**src/rtl/alu_sequencer.sv**
```systemverilog
// Sequences an external ALU (load A, load B, execute, settle, capture); legal op latency 5+EXEC_WAIT cycles, illegal op 1 cycle.
// One command in flight, response held until rsp_ready; `ALU_SEQ_CHAIN_EN adds cmd_chain to reuse the last rsp_data as operand A.
module alu_sequencer #(
  parameter int unsigned EXEC_WAIT = 1
) (
  input  logic       clk,
  input  logic       rst_n,
  input  logic       cmd_valid,
  output logic       cmd_ready,
  input  logic [3:0] cmd_op,
  input  logic [7:0] cmd_a,
  input  logic [7:0] cmd_b,
`ifdef ALU_SEQ_CHAIN_EN
  input  logic       cmd_chain,
`endif
  output logic [3:0] alu_select,
  output logic       alu_select_a,
  output logic       alu_select_b,
  output logic [7:0] alu_a_data,
  output logic [7:0] alu_b_data,
  input  logic [7:0] alu_result,
  input  logic       alu_carry,
  output logic       rsp_valid,
  input  logic       rsp_ready,
  output logic [7:0] rsp_data,
  output logic       rsp_carry,
  output logic       rsp_err,
  output logic       busy
);

  typedef enum logic [2:0] {
    ST_IDLE    = 3'd0,
    ST_LOAD_A  = 3'd1,
    ST_LOAD_B  = 3'd2,
    ST_EXEC    = 3'd3,
    ST_WAIT    = 3'd4,
    ST_CAPTURE = 3'd5,
    ST_RESP    = 3'd6
  } state_t;

  localparam logic [2:0] WAIT_INIT = (EXEC_WAIT == 0) ? 3'd0 : 3'(EXEC_WAIT - 1);

  state_t     state_q;
  logic [3:0] op_q;
  logic [7:0] b_q;
  logic [2:0] wait_cnt_q;
  logic [3:0] alu_select_q;
  logic       alu_select_a_q;
  logic       alu_select_b_q;
  logic [7:0] alu_a_data_q;
  logic [7:0] alu_b_data_q;
  logic       rsp_valid_q;
  logic [7:0] rsp_data_q;
  logic       rsp_carry_q;
  logic       rsp_err_q;
  logic [7:0] op_a_d;

`ifdef ALU_SEQ_CHAIN_EN
  assign op_a_d = cmd_chain ? rsp_data_q : cmd_a;
`else
  assign op_a_d = cmd_a;
`endif

  // Gated with rst_n so that every output reads 0 while reset is held.
  assign cmd_ready    = rst_n & (state_q == ST_IDLE);
  assign busy         = (state_q != ST_IDLE);
  assign alu_select   = alu_select_q;
  assign alu_select_a = alu_select_a_q;
  assign alu_select_b = alu_select_b_q;
  assign alu_a_data   = alu_a_data_q;
  assign alu_b_data   = alu_b_data_q;
  assign rsp_valid    = rsp_valid_q;
  assign rsp_data     = rsp_data_q;
  assign rsp_carry    = rsp_carry_q;
  assign rsp_err      = rsp_err_q;

  always_ff @(posedge clk or negedge rst_n) begin
    if (!rst_n) begin
      state_q        <= ST_IDLE;
      op_q           <= 4'd0;
      b_q            <= 8'd0;
      wait_cnt_q     <= 3'd0;
      alu_select_q   <= 4'd0;
      alu_select_a_q <= 1'b0;
      alu_select_b_q <= 1'b0;
      alu_a_data_q   <= 8'd0;
      alu_b_data_q   <= 8'd0;
      rsp_valid_q    <= 1'b0;
      rsp_data_q     <= 8'd0;
      rsp_carry_q    <= 1'b0;
      rsp_err_q      <= 1'b0;
    end else begin
      alu_select_a_q <= 1'b0;
      alu_select_b_q <= 1'b0;
      case (state_q)
        ST_IDLE: begin
          if (cmd_valid) begin
            op_q <= cmd_op;
            b_q  <= cmd_b;
            if (cmd_op[3]) begin
              // Illegal opcode: answer straight away, ALU untouched.
              rsp_valid_q <= 1'b1;
              rsp_data_q  <= 8'd0;
              rsp_carry_q <= 1'b0;
              rsp_err_q   <= 1'b1;
              state_q     <= ST_RESP;
            end else begin
              rsp_err_q      <= 1'b0;
              alu_select_a_q <= 1'b1;
              alu_a_data_q   <= op_a_d;
              state_q        <= ST_LOAD_A;
            end
          end
        end
        ST_LOAD_A: begin
          alu_select_b_q <= 1'b1;
          alu_b_data_q   <= b_q;
          state_q        <= ST_LOAD_B;
        end
        ST_LOAD_B: begin
          alu_select_q <= op_q;
          state_q      <= ST_EXEC;
        end
        ST_EXEC: begin
          if (EXEC_WAIT == 0) begin
            state_q <= ST_CAPTURE;
          end else begin
            wait_cnt_q <= WAIT_INIT;
            state_q    <= ST_WAIT;
          end
        end
        ST_WAIT: begin
          if (wait_cnt_q == 3'd0) begin
            state_q <= ST_CAPTURE;
          end else begin
            wait_cnt_q <= wait_cnt_q - 3'd1;
          end
        end
        ST_CAPTURE: begin
          rsp_data_q   <= alu_result;
          rsp_carry_q  <= alu_carry;
          rsp_valid_q  <= 1'b1;
          alu_select_q <= 4'd0;
          state_q      <= ST_RESP;
        end
        ST_RESP: begin
          if (rsp_ready) begin
            rsp_valid_q <= 1'b0;
            state_q     <= ST_IDLE;
          end
        end
        default: state_q <= ST_IDLE;
      endcase
    end
  end

endmodule

```
**config.mk**
```make
export PLATFORM = sky130hd
export DESIGN_NAME = alu_sequencer
export DESIGN_NICKNAME = d
export VERILOG_FILES = /design/src/rtl/alu_sequencer.sv
export SDC_FILE = /design/constraint.sdc
export NUM_CORES = 1
export LEC_CHECK = 0
export CAP_MARGIN = 20
export CORE_MARGIN = 5
export CORE_UTILIZATION = 30
export CTS_CLUSTER_SIZE = 28
export DETAILED_ROUTE_END_ITERATION = 10
export DONT_BUFFER_PORTS = 1
export GPL_TIMING_DRIVEN = 0
export HOLD_SLACK_MARGIN = 0.15
export PLACE_DENSITY = 0.43
export SYNTH_ARGS = -nofsm -noshare
export SYNTH_HDL_FRONTEND = slang
export SYNTH_SLANG_ARGS = --single-unit
```
**constraint.sdc**
```tcl
create_clock -name clk -period 4.03 [get_ports clk]
set_input_delay 1.0075 -clock clk [delete_from_list [all_inputs] [get_ports clk]]
set_output_delay 1.0075 -clock clk [all_outputs]
set_load 0.02 [all_outputs]
```
==> results of run 1 <==
stage by stage:
stage	cell area (sq um)	cells
2_1_floorplan	2080	157
6_report	2280	245
4_1_cts	2280	245
3_3_place_gp	2180	237
5_1_grt	2280	245
3_5_place_dp	2180	237
power by group through the flow:
stage | registers, mW | clock network (mW) | logic (mW)
final | 1.07 | 0.319 | 0.513
after global routing | 1.10 | 0.357 | 0.566
after CTS | 1.08 | 0.334 | 0.520
after detailed placement | 1.08 | 0 | 0.521
after global placement | 1.08 | 0 | 0.487
after floorplan | 1.03 | 0 | 0.427
logic make-up (layout without fill, tap and decap cells):
kind of cell             after synthesis  after routing  share of synthesized area, %
multiplexers                          28             28                          15.2
buffers and inverters                 13             21                          3.25
AO/OA/AOI/OAI                         25             25                          9.04
AND/OR/NAND/NOR                       39             39                          11.1
flip-flops                            50             50                          60.2
adder cells (fa/ha/maj)                2              2                          1.20
synth_stat cells, types with 2 or more instances:
cell	instances	share of area [%]
sky130_fd_sc_hd__a211oi_1	4	1.4
sky130_fd_sc_hd__a221oi_1	3	1.3
sky130_fd_sc_hd__a22o_1	9	3.8
sky130_fd_sc_hd__buf_2	3	0.72
sky130_fd_sc_hd__buf_4	2	0.72
sky130_fd_sc_hd__dfrtp_1	50	60
sky130_fd_sc_hd__ha_1	2	1.2
sky130_fd_sc_hd__inv_1	5	0.90
sky130_fd_sc_hd__mux2_2	28	15
sky130_fd_sc_hd__nand2_1	8	1.4
sky130_fd_sc_hd__nand2b_1	4	1.2
sky130_fd_sc_hd__nor2_1	10	1.8
sky130_fd_sc_hd__nor3_1	5	1.2
sky130_fd_sc_hd__o21ai_0	4	0.96
flip-flops by register name (all words and copies together), names as in the netlist, 3 cells and up:
name / flops
alu_a_data: 8
b_q: 8
state_q: 3
op_q: 3
alu_select: 4
rsp_data: 8
wait_cnt_q: 3
alu_b_data: 8
worst max-delay path: cells and delay by family (launching register included):
family                 cells  cell delay, ps
flip-flops                 1             450
buffers and inverters      1             220
AND/OR/NAND/NOR            2             870
worst max path at each step:
stage	startpoint	endpoint	slack (ps)
finish	state_q[0]	cmd_ready	1190
CTS	state_q[0]	cmd_ready	1180
global placement	state_q[0]	cmd_ready	1520
floorplan	state_q[0]	cmd_ready	1620
detailed placement	state_q[0]	cmd_ready	1510
global route	state_q[0]	cmd_ready	1130
layout make-up:
cell class / instances / area share [%]
plain buffers: 8 / 2.14
well taps: 80 / 4.39
multi-input cells: 94 / 33.2
clock buffers: 7 / 4.22
inverters: 5 / 0.822
flip-flops and latches: 50 / 54.8
clock inverters: 1 / 0.384
metal layers:
| metal | vias up | wire [um] |
|---|---|---|
| li1 | 573 | - |
| met1 | 641 | 1870 |
| met2 | 59 | 2180 |
| met3 | 5 | 402 |
| met4 | 0 | 51 |
| met5 | - | 0 |
==> qor.txt, run 1 <==
result of the run - complete, no violations
Detail Route Antenna Nets - 0
power density relative to cell area - 835 nW/um^2
average cell area after synthesis - 13.2 sq um
number of nets in the synthesized netlist - 192
net switching share of the total power - 39.9%
final setup skew - 4.42 ps
total internal power - 1.15 mW
most frequent cells in the layout - sky130_fd_sc_hd__dfrtp_1, sky130_fd_sc_hd__mux2_2, sky130_fd_sc_hd__nor2_1
path type of the worst min-delay path - in -> async
switching pwr - 0.760 mW
Max-slew headroom - 54.2%
critical register-to-register path startpoint - wait_cnt_q[0]
Seq/Total Area, Yosys - 60.2%
Synth cell types - 34
count of cells along the worst register-to-register path - 5
worst-case vdd ir drop - 269 uV
final count of hold timing violations - 0
clock slew at the register clock pins of the worst setup and hold paths - 90 ps
ratio of routed vias to standard cells - 5.22
setup TNS after final layout - 0 ps
share of the core filled with cells - 33.8%
vias in the first global route - 1,364
synthesis-to-layout area growth - 9.88%
number of port buffers - 0
violation count after the first detailed-routing iteration - 31
total detailed-routing wirelength - 4500 um
clock latency at the later pin of the worst-skew pair - 300 ps
average wire length per cell after detail routing - 18.4 um
Die H - 93.2 um
post-synthesis async set-or-reset flop share - 100%
total power draw - 1.91 mW
Global Route met3 Usage - 4.26%
critical setup path kind - reg -> out
Finish-stage setup viols - 0
count of nets after finishing - 199
worst setup slack after placement - 1510 ps
number of warnings reported in the yosys synthesis log - 0
number of synthesized flops with an enable pin - 0
Min Hold Slack - 396 ps
global-route track usage on met2 - 16.3%
wire length of the first global-routing pass - 7130 um
number of rows in the core area - 30
area of the mapped netlist - 2080 sq um
Num CTS Buffers - 5
buffer type at the clock tree root - sky130_fd_sc_hd__clkbuf_8
leakage component of the power - 0.977 nW
total gr overflow - 0
core region area - 6760 sq um
data arrival time of the critical path - 1830 ps
r2r endpoint - wait_cnt_q[2]
post-route setup slack - 1190 ps
number of register bits inferred by synthesis - 50
Reg area - 1250 sq um
Clk network pwr share - 16.7%
pin count of the biggest net entering global routing - 52
overall global routing resource usage - 10.5%
part of the total power dissipated in combinational logic - 26.9%
Vias - 1,278
layout cells sized above 1 - 27.3%
data required time of the critical path - 3020 ps
maximum fanout along the worst path - 10
final number of max-transition violations - 0
n_diodes - 0
die outline width - 93.2 um
final worst-path cycle share - 70.4%
max capacitance violation total - 0
most common cell after layout, fill and taps aside - sky130_fd_sc_hd__dfrtp_1
cells along the critical path - buf_2 > or3_1 > nor2_1
sort of element at the end of the critical path - primary output
unrepaired setup endpoints after global routing - no
met1 usage - 13.3%
number of ports placed on the die boundary - 68
post-CTS sizing - 0
number of design rule violations left after detail routing - 0
Max Clk Rate - 352 MHz
worst slew pin tran - 683 ps
count of fill cells added during filler insertion - 678
count of buffers added by post-CTS timing repair for setup - 0
time the final worst path needs with I/O delays and setup - 2840 ps
Flop pwr share - 56.3%
initial antenna violation count - 0
area occupied by multi-input gates - 758 sq um
number of standard cells after synthesis - 157
CTS max path bufs - 2
Post-CTS Hold Fix Bufs - 0
Starting Density - 30.7%
TritonCTS clock tree - done
estimated wirelength of the detail-placed design - 3250 um
Die Outline Area - 8690 sq um
worst-path cell with the longest stage delay - sky130_fd_sc_hd__or3_1
number of clock sinks - 50
global placement routability congestion - 0.719
r2r setup slk - 2340 ps
H-tree depth - 2
most common flop cell mapped by yosys - sky130_fd_sc_hd__dfrtp_1
most used routing layer in global routing - met2
critical path startpoint category - register
number of detailed-route iterations in the first pass - 4
largest incremental delay on the critical path - 510 ps
(Power assumes the default switching activity.)
==> run 2: changes to the inputs <==
- PLACE_DENSITY: 0.43 -> 0.44
- clock period: 4.03 -> 2.4 ns (I/O delays scaled with it)
==> run 2 against run 1 <==
Clock skew rose by 1.5 ps. Register-to-register slack got worse by 1700 ps. Critical path depth did not move.
==> qor.txt, run 2 (synthesis gave the netlist of run 1 again) <==
critical register-to-register path startpoint - wait_cnt_q[0]
count of cells along the worst hold path - 1
number of clock sinks - 50 (unchanged)
worst setup slack after placement - 302 ps (-1210 ps)
final setup skew - 5.89 ps (+1.47 ps)
area occupied by multi-input gates - 766 sq um (+0.99%)
largest incremental delay on the critical path - 530 ps (+20 ps)
time the final worst path needs with I/O delays and setup - 2290 ps
number of design rule violations left after detail routing - 0 (unchanged)
data arrival time of the critical path - 1690 ps (-140 ps)
initial antenna violation count - 0 (unchanged)
H-tree depth - 2 (unchanged)
Max Clk Rate - 437 MHz
maximum fanout along the worst path - 10 (unchanged)
overall global routing resource usage - 10.3% (-0.25 points)
Min Hold Slack - 448 ps (+52.0 ps)
pin count of the biggest net entering global routing - 51 (-1.9%)
count of nets after finishing - 201 (+1.0%)
Max-slew headroom - 59.9% (+5.7 points)
estimated wirelength of the detail-placed design - 3130 um (-3.9%)
Detail Route Antenna Nets - 0 (unchanged)
number of ports placed on the die boundary - 68 (unchanged)
count of buffers added by post-CTS timing repair for setup - 0 (unchanged)
final number of max-transition violations - 0 (unchanged)
ratio of routed vias to standard cells - 5.12 (-1.8%)
total detailed-routing wirelength - 4370 um (-3.0%)
Die Outline Area - 8690 sq um (unchanged)
clock slew at the register clock pins of the worst setup and hold paths - 90 ps (about the same)
number of detailed-route iterations in the first pass - 4 (unchanged)
Starting Density - 30.7% (unchanged)
count of cells along the worst register-to-register path - 5 (unchanged)
average wire length per cell after detail routing - 17.7 um (-3.7%)
unrepaired setup endpoints after global routing - no
delay-heaviest family, CP - simple AND/OR/NAND/NOR gates
core region area - 6760 sq um (unchanged)
buffer type at the clock tree root - sky130_fd_sc_hd__clkbuf_8
final worst-path cycle share - 95.3%
cells along the critical path - buf_2 > or3_1 > nor2_4
part of the total power dissipated in combinational logic - 25.7% (-1.2 points)
sort of element at the end of the critical path - primary output
Clk network pwr share - 21.1% (+4.4 points)
violation count after the first detailed-routing iteration - 68 (+120%)
worst slew pin tran - 593 ps (-89.6 ps)
n_diodes - 0 (unchanged)
launch instance of the worst min-delay path - alu_result[7]
most frequent cells in the layout - sky130_fd_sc_hd__dfrtp_1, sky130_fd_sc_hd__mux2_2, sky130_fd_sc_hd__nor2_1, sky130_fd_sc_hd__a22o_1, sky130_fd_sc_hd__nand2_1
TritonCTS clock tree - done
net switching share of the total power - 37.5% (-2.3 points)
end of the worst hold path - rsp_data[7]
setup TNS after final layout - 0 ps (unchanged)
Reg area - 1250 sq um (unchanged)
total internal power - 2.11 mW (+84%)
Finish-stage setup viols - 0 (unchanged)
worst-path cell with the longest stage delay - sky130_fd_sc_hd__or3_1
most common cell after layout, fill and taps aside - sky130_fd_sc_hd__dfrtp_1
switching pwr - 1.27 mW (+67%)
Num CTS Buffers - 5 (unchanged)
number of rows in the core area - 30 (unchanged)
total gr overflow - 0 (unchanged)
CTS max path bufs - 2 (unchanged)
leakage component of the power - 1.01 nW (+3.5%)
r2r endpoint - wait_cnt_q[2]
Die H - 93.2 um (unchanged)
final count of hold timing violations - 0 (unchanged)
placed standard-cell area - 2180 sq um (unchanged)
Setup crit start - state_q[0]
result of the run - complete, no violations
r2r setup slk - 670 ps (-1670 ps)
max capacitance violation total - 0 (unchanged)
clock latency at the later pin of the worst-skew pair - 290 ps (about the same)
critical setup path kind - reg -> out
data required time of the critical path - 1800 ps (-1220 ps)
global placement routability congestion - 0.818 (+14%)
worst-case vdd ir drop - 404 uV (+50%)
critical path startpoint category - register
path type of the worst min-delay path - in -> reg
post-route setup slack - 114 ps (-1080 ps)
die outline width - 93.2 um (unchanged)
vias in the first global route - 1,387 (+1.7%)
Vias - 1,265 (-1.0%)
count of fill cells added during filler insertion - 643 (-5.2%)
summed area of non-filler cells in the final layout - 2360 sq um (+3.6%)
wire length of the first global-routing pass - 7000 um (-1.8%)
count of buffering cells on the critical path with inverters included - 1 (unchanged)
Flop pwr share - 53.2% (-3.1 points)
synthesis-to-layout area growth - 13.9%
layout cells sized above 1 - 28.1% (+0.87 points)
power density relative to cell area - 1430 nW/um^2 (+71%)
number of port buffers - 0 (unchanged)
[run 2: power by group through the flow]
stage	combinational (mW)	clock [mW]	sequential (mW)
after floorplan	0.718	0	1.73
after global placement	0.825	0	1.82
after detailed placement	0.859	0	1.82
after CTS	0.886	0.748	1.81
after global routing	0.983	0.785	1.85
final	0.871	0.713	1.80
[run 2: layout make-up]
class,count,area share (%)
Sequential cell,50,52.9
Multi-Input combinational cell,94,32.4
Tap cell,80,4.23
Clock buffer,6,3.49
Clock inverter,2,2.54
Buffer,8,2.06
Timing Repair Buffer,2,1.59
Inverter,5,0.794
[run 2: metrics by stage]
stage                     util (%)  power [mW]  std cells
after floorplan                  -        2.45        157
after global placement        32.2        2.64        237
after detailed placement      32.2        2.68        237
after CTS                     34.9        3.45        247
after global routing          35.0        3.62        247
final                         35.0        3.38        247
[run 2: how the worst max path moves through the flow]
stage / end / slack, ps / depth (start not counted)
after floorplan: cmd_ready / 400 / 3
after global placement: cmd_ready / 290 / 3
after detailed placement: cmd_ready / 300 / 3
after CTS: cmd_ready / 50 / 3
after global routing: cmd_ready / 20 / 3
final: cmd_ready / 110 / 3
[run 2: layer usage]
| metal | track usage [%] | wire, um |
|---|---|---|
| met1 | 12.2 | 1820 |
| met4 | 3.17 | 32 |
| met2 | 16.7 | 2100 |
| met3 | 4.67 | 414 |
| met5 | 0 | 0 |
[run 2: repair_timing]
action / CTS / global route
endpoints found under the setup margin: 1 / 1
hold endpoints to repair: 50 / 0
gates resized for setup: 1 / 1
hold buffers: 2 / 0
[run 2: worst register-to-register path, delay by kind of cell, from the launching register on]
kind,cells,cell delay [ps]
simple gates,1,520
fa+ha+maj,2,410
flops,1,390
compound gates,1,200
buf+inv,1,60
